## src/rtl/mult_div_unit.sv

```systemverilog
// mult_div_unit: iterative multiply/divide unit for the execute stage.
//
// Computes a 2*SIZE-bit product (MULTU/MULT) or quotient/remainder
// (DIVU/DIV) at one bit per clock. Every operation takes exactly SIZE
// cycles. Results land in the HI/LO registers on the single done edge.
//
// Optional feature macro: MULTDIV_DIV_EN
//   defined   - divider datapath built, divzero reported.
//   undefined - multiply only; starts with op[1]=1 are ignored and
//               divzero is tied to 0.
//
// Ports:
//   clk      in   rising-edge clock
//   reset    in   asynchronous reset, active low
//   start    in   operation request, sampled in IDLE only
//   op[1:0]  in   00 MULTU, 01 MULT, 10 DIVU, 11 DIV
//   A, B     in   operands (multiplicand/multiplier, dividend/divisor)
//   busy     out  operation in flight
//   done     out  one-cycle completion pulse
//   hi, lo   out  product halves, or remainder/quotient
//   divzero  out  last completed op was a divide by zero
module mult_div_unit #(
    parameter int SIZE = 32
) (
    input  logic            clk,
    input  logic            reset,
    input  logic            start,
    input  logic [1:0]      op,
    input  logic [SIZE-1:0] A,
    input  logic [SIZE-1:0] B,
    output logic            busy,
    output logic            done,
    output logic [SIZE-1:0] hi,
    output logic [SIZE-1:0] lo,
    output logic            divzero
);

`ifdef MULTDIV_DIV_EN
    localparam bit DIV_EN = 1'b1;
`else
    localparam bit DIV_EN = 1'b0;
`endif
    localparam int CW = (SIZE > 1) ? $clog2(SIZE) : 1;

    typedef enum logic {IDLE, RUN} state_t;

    state_t            state;
    logic [CW-1:0]     cnt;
    logic [2*SIZE-1:0] acc;      // multiply: {partial sum, multiplier}; divide: lower half = dividend/quotient
    logic [SIZE-1:0]   mcand;    // |A| for multiply, |B| (divisor) for divide
    logic              neg_res;  // product/quotient must be negated

    logic              accept;
    logic              last;
    logic              sa, sb;
    logic [SIZE-1:0]   mag_a, mag_b;
    logic [SIZE:0]     sum;
    logic [2*SIZE-1:0] acc_nx;
    logic [2*SIZE-1:0] prod;
    logic [SIZE-1:0]   res_hi, res_lo;

`ifdef MULTDIV_DIV_EN
    logic              is_div;
    logic              neg_rem;  // remainder follows the dividend's sign
    logic              b_zero;
    logic [SIZE-1:0]   a_raw;    // unmodified dividend, returned in hi on divide by zero
    logic [SIZE-1:0]   rem;
    logic [SIZE:0]     shifted;  // SIZE+1-bit partial remainder under trial
    logic              ge;
    logic [SIZE-1:0]   rem_nx;
    logic [SIZE-1:0]   q_nx;
    logic              res_dz;
`endif

    // Divide ops are refused outright when the divider is not built.
    assign accept = start && (state == IDLE) && (DIV_EN || !op[1]);
    assign last   = (cnt == CW'(SIZE - 1));

    assign sa    = op[0] & A[SIZE-1];
    assign sb    = op[0] & B[SIZE-1];
    assign mag_a = sa ? -A : A;
    assign mag_b = sb ? -B : B;

    always_comb begin
        // Shift-add step: add multiplicand when the current multiplier
        // bit is set, then shift the whole accumulator right by one.
        sum    = {1'b0, acc[2*SIZE-1:SIZE]} + (acc[0] ? {1'b0, mcand} : {(SIZE+1){1'b0}});
        acc_nx = {sum, acc[SIZE-1:1]};
        prod   = neg_res ? -acc_nx : acc_nx;
        res_hi = prod[2*SIZE-1:SIZE];
        res_lo = prod[SIZE-1:0];
`ifdef MULTDIV_DIV_EN
        // Restoring step: bring in the next dividend bit and subtract the
        // divisor only if it fits. The difference is below the divisor,
        // so SIZE bits hold it.
        shifted = {rem, acc[SIZE-1]};
        ge      = (shifted >= {1'b0, mcand});
        rem_nx  = ge ? (shifted[SIZE-1:0] - mcand) : shifted[SIZE-1:0];
        q_nx    = {acc[SIZE-2:0], ge};
        res_dz  = is_div & b_zero;
        if (is_div) begin
            res_lo = neg_res ? -q_nx : q_nx;
            res_hi = neg_rem ? -rem_nx : rem_nx;
            if (b_zero) begin
                res_lo = '1;
                res_hi = a_raw;
            end
        end
`endif
    end

    always_ff @(posedge clk or negedge reset) begin
        if (!reset) begin
            state   <= IDLE;
            cnt     <= '0;
            acc     <= '0;
            mcand   <= '0;
            neg_res <= 1'b0;
            busy    <= 1'b0;
            done    <= 1'b0;
            hi      <= '0;
            lo      <= '0;
`ifdef MULTDIV_DIV_EN
            is_div  <= 1'b0;
            neg_rem <= 1'b0;
            b_zero  <= 1'b0;
            a_raw   <= '0;
            rem     <= '0;
            divzero <= 1'b0;
`endif
        end else begin
            done <= 1'b0;
            case (state)
                IDLE: begin
                    if (accept) begin
                        state   <= RUN;
                        busy    <= 1'b1;
                        cnt     <= '0;
                        acc     <= {{SIZE{1'b0}}, (op[1] ? mag_a : mag_b)};
                        mcand   <= op[1] ? mag_b : mag_a;
                        neg_res <= sa ^ sb;
`ifdef MULTDIV_DIV_EN
                        is_div  <= op[1];
                        neg_rem <= sa;
                        b_zero  <= (B == '0);
                        a_raw   <= A;
                        rem     <= '0;
`endif
                    end
                end
                RUN: begin
                    cnt <= cnt + 1'b1;
`ifdef MULTDIV_DIV_EN
                    acc <= is_div ? {acc[2*SIZE-1:SIZE], q_nx} : acc_nx;
                    rem <= rem_nx;
`else
                    acc <= acc_nx;
`endif
                    if (last) begin
                        state   <= IDLE;
                        busy    <= 1'b0;
                        done    <= 1'b1;
                        hi      <= res_hi;
                        lo      <= res_lo;
`ifdef MULTDIV_DIV_EN
                        divzero <= res_dz;
`endif
                    end
                end
                default: state <= IDLE;
            endcase
        end
    end

`ifndef MULTDIV_DIV_EN
    assign divzero = 1'b0;
`endif

endmodule

```

## config.mk

```make
export PLATFORM = sky130hd
export DESIGN_NAME = mult_div_unit
export DESIGN_NICKNAME = d
export VERILOG_FILES = /design/src/rtl/mult_div_unit.sv
export SDC_FILE = /design/constraint.sdc
export NUM_CORES = 1
export LEC_CHECK = 0
export ABC_AREA = 1
export CORE_ASPECT_RATIO = 0.75
export CORE_MARGIN = 2
export CORE_UTILIZATION = 58
export DETAILED_ROUTE_END_ITERATION = 10
export PLACE_DENSITY_LB_ADDON = 0.1
export SLEW_MARGIN = 0
export SYNTH_ARGS = -nofsm -noshare
export SYNTH_HDL_FRONTEND = slang
export SYNTH_SLANG_ARGS = --single-unit
```

## constraint.sdc

```tcl
create_clock -name clk -period 3.85 [get_ports clk]
set_input_delay 0.77 -clock clk [delete_from_list [all_inputs] [get_ports clk]]
set_output_delay 0.77 -clock clk [all_outputs]
set_load 0.01 [all_outputs]
```

==> results of run 1 <==
-- routing by layer --
layer  wire, um  share of wire [%]  GRT usage [%]
met1      19360                 47          55.35
met2      15630                 38          46.43
met3       5299                 13          11.13
met4        707                1.7          7.989
met5          0                  0              0
-- cell usage in the layout (no fill, tap or decap), types with 19 or more instances in the layout --
master	n
ha_1	37
a21oi_1	33
o221ai_1	22
inv_1	271
xor2_1	67
xnor2_1	19
nor2_1	152
nand2_1	641
o21ai_0	132
nor3_1	22
nand4_1	30
nor2_2	23
nand3_1	127
nand2_2	34
dfrtp_1	169
clkdlybuf4s50_1	133
-- power breakdown --
part / internal, W / total, W / switching (W)
Combinational: 0.00252 / 0.00758 / 0.00506
Clock: 0.00104 / 0.00183 / 0.000790
Sequential: 0.00251 / 0.00318 / 0.000672
Total: 0.00607 / 0.0126 / 0.00652
-- per-stage QoR --
stage,util [%],hold WS (ns)
final,69.08,0.3558
after floorplan,-,0.4492
after global placement,66.28,0.4653
after CTS,69.08,0.3844
after global routing,69.08,0.4209
after detailed placement,66.28,0.4706
-- layout make-up --
| class | instances | area, um2 | area share, % |
|---|---|---|---|
| tap | 294 | 367.9 | 2.428 |
| multi-input combinational | 1448 | 7401 | 48.84 |
| clock buffer | 18 | 429.2 | 2.832 |
| timing repair buffer | 150 | 1475 | 9.735 |
| sequential | 169 | 4229 | 27.91 |
| clock inverter | 13 | 185.2 | 1.222 |
| inverter | 284 | 1066 | 7.035 |
-- state kept, by name (all words and copies together), names as in the netlist --
| signal | count |
|---|---|
| acc | 64 |
| busy | 1 |
| cnt | 5 |
| done | 1 |
| hi | 32 |
| lo | 32 |
| mcand | 32 |
| neg_res | 1 |
| state | 1 |
-- logic make-up (layout without fill, tap and decap cells) --
| logic type | Yosys count | count (layout) |
|---|---|---|
| compound gates | 228 | 228 |
| fa+ha+maj | 38 | 38 |
| simple gates | 1093 | 1093 |
| flops | 169 | 169 |
| mux | 2 | 2 |
| buf+inv | 342 | 465 |
| other cells | 1 | 1 |
| xor+xnor | 86 | 86 |
-- critical path, delay by kind of cell (launching register included) --
family                     cells  cell delay [ns]
buffers and inverters          4             0.75
DFF                            1             0.32
adders and majority gates      1             0.36
and+or+nand+nor               12             1.54
AOI/OAI and AO/OA              1             0.30
-- worst max path at each step --
stage,cells past startpoint,slack (ns),to
finish,18,0.45,hi[23]
global route,21,0.32,hi[19]
CTS,18,0.61,hi[23]
detailed placement,18,0.62,hi[23]
global placement,19,0.68,hi[19]
floorplan,22,1.10,hi[31]
==> impl_metrics.ini, run 1 <==
[critical_path]
start_kind = flip-flop
max_stage_delay_ns = 0.36
crit_fanout = 33
end_kind = flip-flop
reg2reg_depth = 18
timing.critical_path.mode_cell = nand2_1
reg2reg_to = hi[23]
r2r-start = acc[0]
rrSetupSlack_ns = 0.45
crit_chain = buf_4, nand2_1, inv_1, ha_1, nand2_1, inv_1, a21oi_1, nand2_1, inv_1, nand3_1, nand2_1, nand2_1, nor2_2, nand3_2, nand2_2, nand2_1, nand3_1, nand2_1
crit_path_top_delay_cell = ha_1
worstPathRequired_ns = 4.17
cp-startpoint = acc[0]
crit_arrival_ns = 3.73
path_class = reg2reg

[clock_tree]
cts_max_level = 4
cts-root-buf = clkbuf_16
tritoncts = yes
numCtsBuffers = 17
clock_sinks = 169
hold_buffers = 0
ctsResizeCount = 0
cts.clk_slew.worst_paths_ns = 0.07
postCtsSetupBuffers = 0
clk_latency_ns = 0.45
clock_path_buffers = 2

[logic_synthesis]
muxShareOfSynthArea_pct = 0.1551
synth_fa_ha_area_share_pct = 3.741
netlist_area_um2 = 12910
ys.flop_type = dfrtp_1
syn_inst = 1959
synthesis.nets = 2066
synth-simple-area-share_pct = 37.37
synth.most_common_cell = nand2_1
yosys-top-cells-area = dfrtp_1 (33%), nand2_1 (19%), inv_1 (7.9%), o21ai_0 (5.1%), nand3_1 (4.9%)
ys_ff_latch = 169
syn_avg_cell_area_um2 = 6.589
synth_compound_area_share_pct = 10.09
synth_top_family_by_area = simple AND/OR/NAND/NOR gates
synthTopCellsByCount = nand2_1 (642), inv_1 (271), dfrtp_1 (169), nor2_1 (153), o21ai_0 (132)
synthArstFlopShare_pct = 100.0
yosysTopAreaCellShare_pct = 32.76
synth_xor_area_share_pct = 5.835
synth_edf_count = 0
synth_top_area_cell = dfrtp_1
yosysSeqAreaShare_pct = 32.76
synth_cell_types = 50
synth_warnings = 0

[power]
p_leak_nw = 7.793
power_density_nw_per_um2 = 831.1
peakVddDrop_mv = 0.4586
power_w = 0.01259

[placement]
placed_area_um2 = 14540
place_congestion = 1.023
post-place-ws_ns = 0.6187
io_buffers = 134
dpl.hpwl_mm = 31.89
place_inst = 2345

[route]
via_per_inst = 5.543
drt_iter0_drc = 1533
wl_per_cell_um = 17.26
dr.pass1.iters = 6
vias = 13170
wl_mm = 41.00
drc = 0
ant_nets = 0

[finish]
fin_area_um2 = 15150
fin_cells = 2376
area_delta_synth_final_pct = 17.39
fillers = 1963
nets = 2177
diodes = 0
drive_above_1_share_pct = 7.493

[die]
dieHeight_um = 133.2
rows = 47
fp.coreArea_um2 = 21930
die_w_um = 176.3
start_util_pct = 58.85
die_area_um2 = 23480
ios = 136

[run]
maxCapViolations = 0

[timing]
finalSetupViolCount = 0
period_share_pct = 88.39
max_slew_margin_pct = 33.49
final_max_slew_viol_count = 0
skew_ns = 0.01291
rsz0062_at_grt = no
fmax_ghz = 0.2939
finalHoldViolations = 0
fin_ws_ns = 0.4470
tns_ns = 0
worst_pin_slew_ns = 0.9965
finalCriticalPeriod_ns = 3.403

[global_route]
grt_use_total_pct = 35.23
antenna_found_initial = 0
grt_pass1_vias = 11750
grt_max_degree = 89
grt_overflow = 0
grt_pass1_wl_mm = 63.89

[min_path]
hold_path.class = in2async

[status]
status = finished clean
(Power assumes the default switching activity.)
==> run 2, diff against run 1 <==
--- a/config.mk
+++ b/config.mk
@@ -8,8 +8,9 @@
 export ABC_AREA = 1
 export CORE_ASPECT_RATIO = 0.75
 export CORE_MARGIN = 2
-export CORE_UTILIZATION = 58
+export CORE_UTILIZATION = 60
 export DETAILED_ROUTE_END_ITERATION = 10
+export DONT_BUFFER_PORTS = 1
 export PLACE_DENSITY_LB_ADDON = 0.1
 export SLEW_MARGIN = 0
 export SYNTH_ARGS = -nofsm -noshare
==> run 2 against run 1 <==
Combinational power is 7.9% lower. Critical path type unchanged. Core utilization is 4.2 points lower. Fmax is 0.85% lower. Largest cell class unchanged.
==> impl_metrics.ini, run 2 (same netlist as run 1, synthesis figures left out) <==
[status]
status = finished clean

[timing]
finalSetupViolCount = 0
fmax_ghz = 0.2914
period_share_pct = 89.15
max_slew_margin_pct = 32.68
tns_ns = 0
finalHoldViolations = 0
rsz0062_at_grt = no
fin_ws_ns = 0.4179
worst_pin_slew_ns = 1.009
skew_ns = 0.01646
finalCriticalPeriod_ns = 3.432
final_max_slew_viol_count = 0

[critical_path]
rrSetupSlack_ns = 0.42
timing.critical_path.mode_cell = nand2_1
crit_fanout = 31
reg2reg_to = hi[18]
path_class = reg2reg
cp-startpoint = acc[0]
start_kind = flip-flop
crit_buf_inv = 3
end_kind = flip-flop
crit_arrival_ns = 3.71
cpLargestDelayFamily = simple AND/OR/NAND/NOR gates
worstPathRequired_ns = 4.13
reg2reg_depth = 19
crit_chain = buf_4, nand2_1, inv_1, ha_1, nand2_1, nor2_1, nand2_1, clkinv_1, nand2_1, nand2_1, nand2_1, nand2_2, nand2_1, nor2_1, nand3_1, nand2_1, nand2_2, xor2_1, o21ai_1
crit_path_top_delay_cell = ha_1
r2r-start = acc[0]
max_stage_delay_ns = 0.41

[placement]
io_buffers = 0
place_congestion = 1.065
place_inst = 2200
dpl.hpwl_mm = 30.59
placed_area_um2 = 13140
post-place-ws_ns = 0.6072

[clock_tree]
clock_sinks = 169
numCtsBuffers = 17
ctsResizeCount = 0
cts-root-buf = clkbuf_16
tritoncts = yes
cts.clk_slew.worst_paths_ns = 0.07
cts_max_level = 4
clk_latency_ns = 0.44
hold_buffers = 0
clock_path_buffers = 2
postCtsSetupBuffers = 0

[power]
peakVddDrop_mv = 0.4097
power_density_nw_per_um2 = 871.3
p_int_w = 0.005540
p_leak_nw = 7.239
combPwrFrac_pct = 58.5
power.switching_w = 0.006394
swShare_pct = 53.58
clkPwrFrac_pct = 14.0
seq_power_share_pct = 27.5

[global_route]
grt_pass1_wl_mm = 62.31
grt_overflow = 0
grt_pass1_vias = 11320
grt_use_total_pct = 35.52
antenna_found_initial = 0
grt_max_degree = 170

[route]
vias = 12710
drc = 0
drt_iter0_drc = 1312
wl_mm = 40.03
ant_nets = 0
via_per_inst = 5.694
wl_per_cell_um = 17.93
dr.pass1.iters = 6

[finish]
largest_register_ffs = 64
diodes = 0
most-common-layout-cells = nand2_1 (641), inv_1 (271), dfrtp_1 (169)
final_common_cell = nand2_1
multi_input_area_um2 = 7401
largest-register = acc
nets = 2038
area_delta_synth_final_pct = 6.107
drive_above_1_share_pct = 7.716
fin_area_um2 = 13700
fillers = 2032
regArea_um2 = 4229
fin_cells = 2232

[die]
die_area_um2 = 22720
die_w_um = 173.4
dieHeight_um = 131.0
fp.coreArea_um2 = 21120
rows = 46
ios = 136
start_util_pct = 61.11

[min_path]
hold_path.class = in2async

[run]
maxCapViolations = 0
[run 2: changes by cell type in the layout (fill, tap and decap cells not counted), sizes merged]
cell,delta
buf,-6
inv,-1
clkdlybuf4s50,-133
clkinv,+3
bufinv,-3
clkbuf,+2
[run 2: metrics by stage]
stage	utilization [%]	hold slack (ns)	total power, W
after detailed placement	62.20	0.4745	0.01004
after global placement	62.20	0.4658	0.009928
after floorplan	-	0.4492	0.008078
after global routing	64.84	0.006332	0.01283
after CTS	64.84	0.01002	0.01175
final	64.84	0.01984	0.01193
[run 2: how the worst max path moves through the flow]
stage	end	slack [ns]	depth (start not counted)
2_1_floorplan	hi[31]	1.10	22
3_3_place_gp	hi[18]	0.60	18
3_5_place_dp	hi[27]	0.61	20
4_1_cts	hi[27]	0.57	20
5_1_grt	hi[27]	0.19	20
6_report	hi[18]	0.42	19
[run 2: final cells by class]
class / count / share of cell area [%]
multi-input cells: 1448 / 54.03
flip-flops and latches: 169 / 30.88
inverters: 284 / 7.783
clock buffers: 20 / 3.261
repair buffers: 11 / 0.6029
well taps: 288 / 2.631
clock inverters: 12 / 0.8130
[run 2: power groups by stage]
| stage | Sequential [W] | Clock [W] | Combinational [W] |
|---|---|---|---|
| floorplan | 0.00299 | 0 | 0.00508 |
| CTS | 0.00326 | 0.00168 | 0.00681 |
| finish | 0.00328 | 0.00167 | 0.00698 |
| global route | 0.00335 | 0.00175 | 0.00772 |
| global placement | 0.00327 | 0 | 0.00666 |
| detailed placement | 0.00328 | 0 | 0.00677 |
[run 2: per-layer routing]
layer	track usage [%]	up-vias	wire length [um]
met4	7.278	0	505
met5	0	-	0
met2	48.14	692	15290
met3	11.52	49	5374
li1	-	6155	-
met1	54.49	5812	18860
==> run 3, diff against run 2 <==
--- a/config.mk
+++ b/config.mk
@@ -8,7 +8,8 @@
 export ABC_AREA = 1
 export CORE_ASPECT_RATIO = 0.75
 export CORE_MARGIN = 2
-export CORE_UTILIZATION = 60
+export CORE_UTILIZATION = 66
+export CTS_CLUSTER_SIZE = 8
 export DETAILED_ROUTE_END_ITERATION = 10
 export DONT_BUFFER_PORTS = 1
 export PLACE_DENSITY_LB_ADDON = 0.1
==> run 3 against run 2 <==
Clock power is 4% higher. Sequential power increased by 2%. Via count increased by 2.4%. Clock-buffer cell count shrank 1. Critical path type unchanged. Wire length grew 0.90%. Setup slack gained 0.073 ns. First-iteration DRC count is 17% higher. Total power rose by 1.5%. Non-clock buffer count is 3 higher.
==> impl_metrics.ini, run 3 (same netlist as run 1, synthesis figures left out) <==
[critical_path]
crit_arrival_ns = 3.70
end_kind = flip-flop
rrSetupSlack_ns = 0.49
worstPathRequired_ns = 4.19
start_kind = flip-flop
max_stage_delay_ns = 0.46
crit_fanout = 25
crit_chain = buf_4, nand2_1, inv_1, ha_1, nand2_1, inv_1, nand2_1, nor3_1, and2_1, nand2_1, nand2_1, nand2_1, nand2_1, nand2_1, nor2_1, nand2_1, nand2_1, nand3_1, nand3_1, nand2_1
path_class = reg2reg
crit_path_top_delay_cell = ha_1
timing.critical_path.mode_cell = nand2_1

[run]
maxCapViolations = 0

[clock_tree]
clk_latency_ns = 0.45
postCtsSetupBuffers = 0
cts_max_level = 4
clock_path_buffers = 2
cts.clk_slew.worst_paths_ns = 0.08
numCtsBuffers = 17
clock_sinks = 169
tritoncts = yes
cts-root-buf = clkbuf_16

[route]
dr.pass1.iters = 7
vias = 13010
wl_mm = 40.39
ant_nets = 0
via_per_inst = 5.913
drc = 0
wl_per_cell_um = 18.36
drt_iter0_drc = 1533

[global_route]
grt_overflow = 0
grt_pass1_vias = 11750
antenna_found_initial = 0
grt_pass1_wl_mm = 62.87
grt_max_degree = 170
grt_use_total_pct = 39.60

[timing]
skew_ns = 0.01506
whs_ns = 0.01766
finalCriticalPeriod_ns = 3.359
final_max_slew_viol_count = 0
worst_pin_slew_ns = 0.9194
rsz0062_at_grt = no
finalHoldViolations = 0
fmax_ghz = 0.2977
finalSetupViolCount = 0
max_slew_margin_pct = 38.64
period_share_pct = 87.26
tns_ns = 0

[die]
ios = 136
rows = 44
dieHeight_um = 125.1
die_area_um2 = 20700
die_w_um = 165.5
start_util_pct = 66.99
fp.coreArea_um2 = 19270

[finish]
diodes = 0
largest_register_ffs = 64
fillers = 1679
largest-register = acc
area_delta_synth_final_pct = 6.145
finalCoreUtilization_pct = 71.11
final_common_cell = nand2_1
multi_input_area_um2 = 7401
drive_above_1_share_pct = 7.858
most-common-layout-cells = nand2_1 (641), inv_1 (271), dfrtp_1 (169)
regArea_um2 = 4229
fin_cells = 2200
nets = 2041

[power]
peakVddDrop_mv = 0.4460
p_leak_nw = 7.263
power_density_nw_per_um2 = 883.6

[status]
status = finished clean

[placement]
place_inst = 2166
place_congestion = 1.003
dpl.hpwl_mm = 30.70
io_buffers = 0

[min_path]
hold_path.class = in2async
==> run 3: changes by cell type in the layout (fill, tap and decap cells not counted), sizes merged <==
| cell | change |
|---|---|
| clkinv | -2 |
| inv | +3 |
| buf | +1 |
| dlygate4sd3 | +2 |
| clkbuf | -1 |
==> run 3: worst paths after layout <==
path / startpoint / end / cells past startpoint
min in group clk: A[31] / mcand[31] / 2
max: acc[0] / hi[30] / 20
min: reset / lo[12] / 0
min reg2reg: mcand[21] / mcand[21] / 2
max reg2reg: acc[0] / hi[30] / 20
max in group asynchronous: reset / lo[31] / 1
==> run 3: routing by layer <==
| metal | up-vias | share of wire (%) | GRT usage (%) |
|---|---|---|---|
| met2 | 762 | 38 | 51.84 |
| met1 | 6011 | 45 | 61.28 |
| met4 | 0 | 1.9 | 9.331 |
| met3 | 71 | 15 | 14.70 |
| li1 | 6164 | - | - |
| met5 | - | 0 | 0 |
==> run 3: report_power, final <==
part / internal (W) / total, W / switching (W) / leakage (nW)
Combinational: 0.00217 / 0.00703 / 0.00485 / 4.84
Clock: 0.000891 / 0.00173 / 0.000835 / 0.280
Sequential: 0.00251 / 0.00336 / 0.000849 / 2.15
Total: 0.00557 / 0.0121 / 0.00654 / 7.26
==> run 3: stage by stage <==
stage          total power [W]  area [um2]  worst slack, ns
6_report               0.01211       13700           0.4906
5_1_grt                0.01294       13700           0.3202
4_1_cts                0.01184       13680           0.6104
3_5_place_dp           0.01007       13100           0.6136
3_3_place_gp          0.009891       13100           0.6739
2_1_floorplan         0.008078       12910            1.098
==> run 3: what timing repair did <==
action / CTS / global route
resized for setup: 0 / 0
endpoints found under the hold margin: 0 / 18
hold buffers: 0 / 2
==> run 3: cell type report <==
cell class | instances | area share [%]
Clock buffer | 19 | 3.306
Clock inverter | 13 | 0.9223
Inverter | 284 | 7.780
Multi-Input combinational cell | 1448 | 54.01
Sequential cell | 169 | 30.86
Tap cell | 253 | 2.310
Timing Repair Buffer | 14 | 0.8036
==> run 3: critical path: cells and delay by family, from the launching register on <==
kind,cells,cell delay [ns]
flops,1,0.38
buf+inv,3,0.40
fa+ha+maj,1,0.46
simple gates,16,2.01
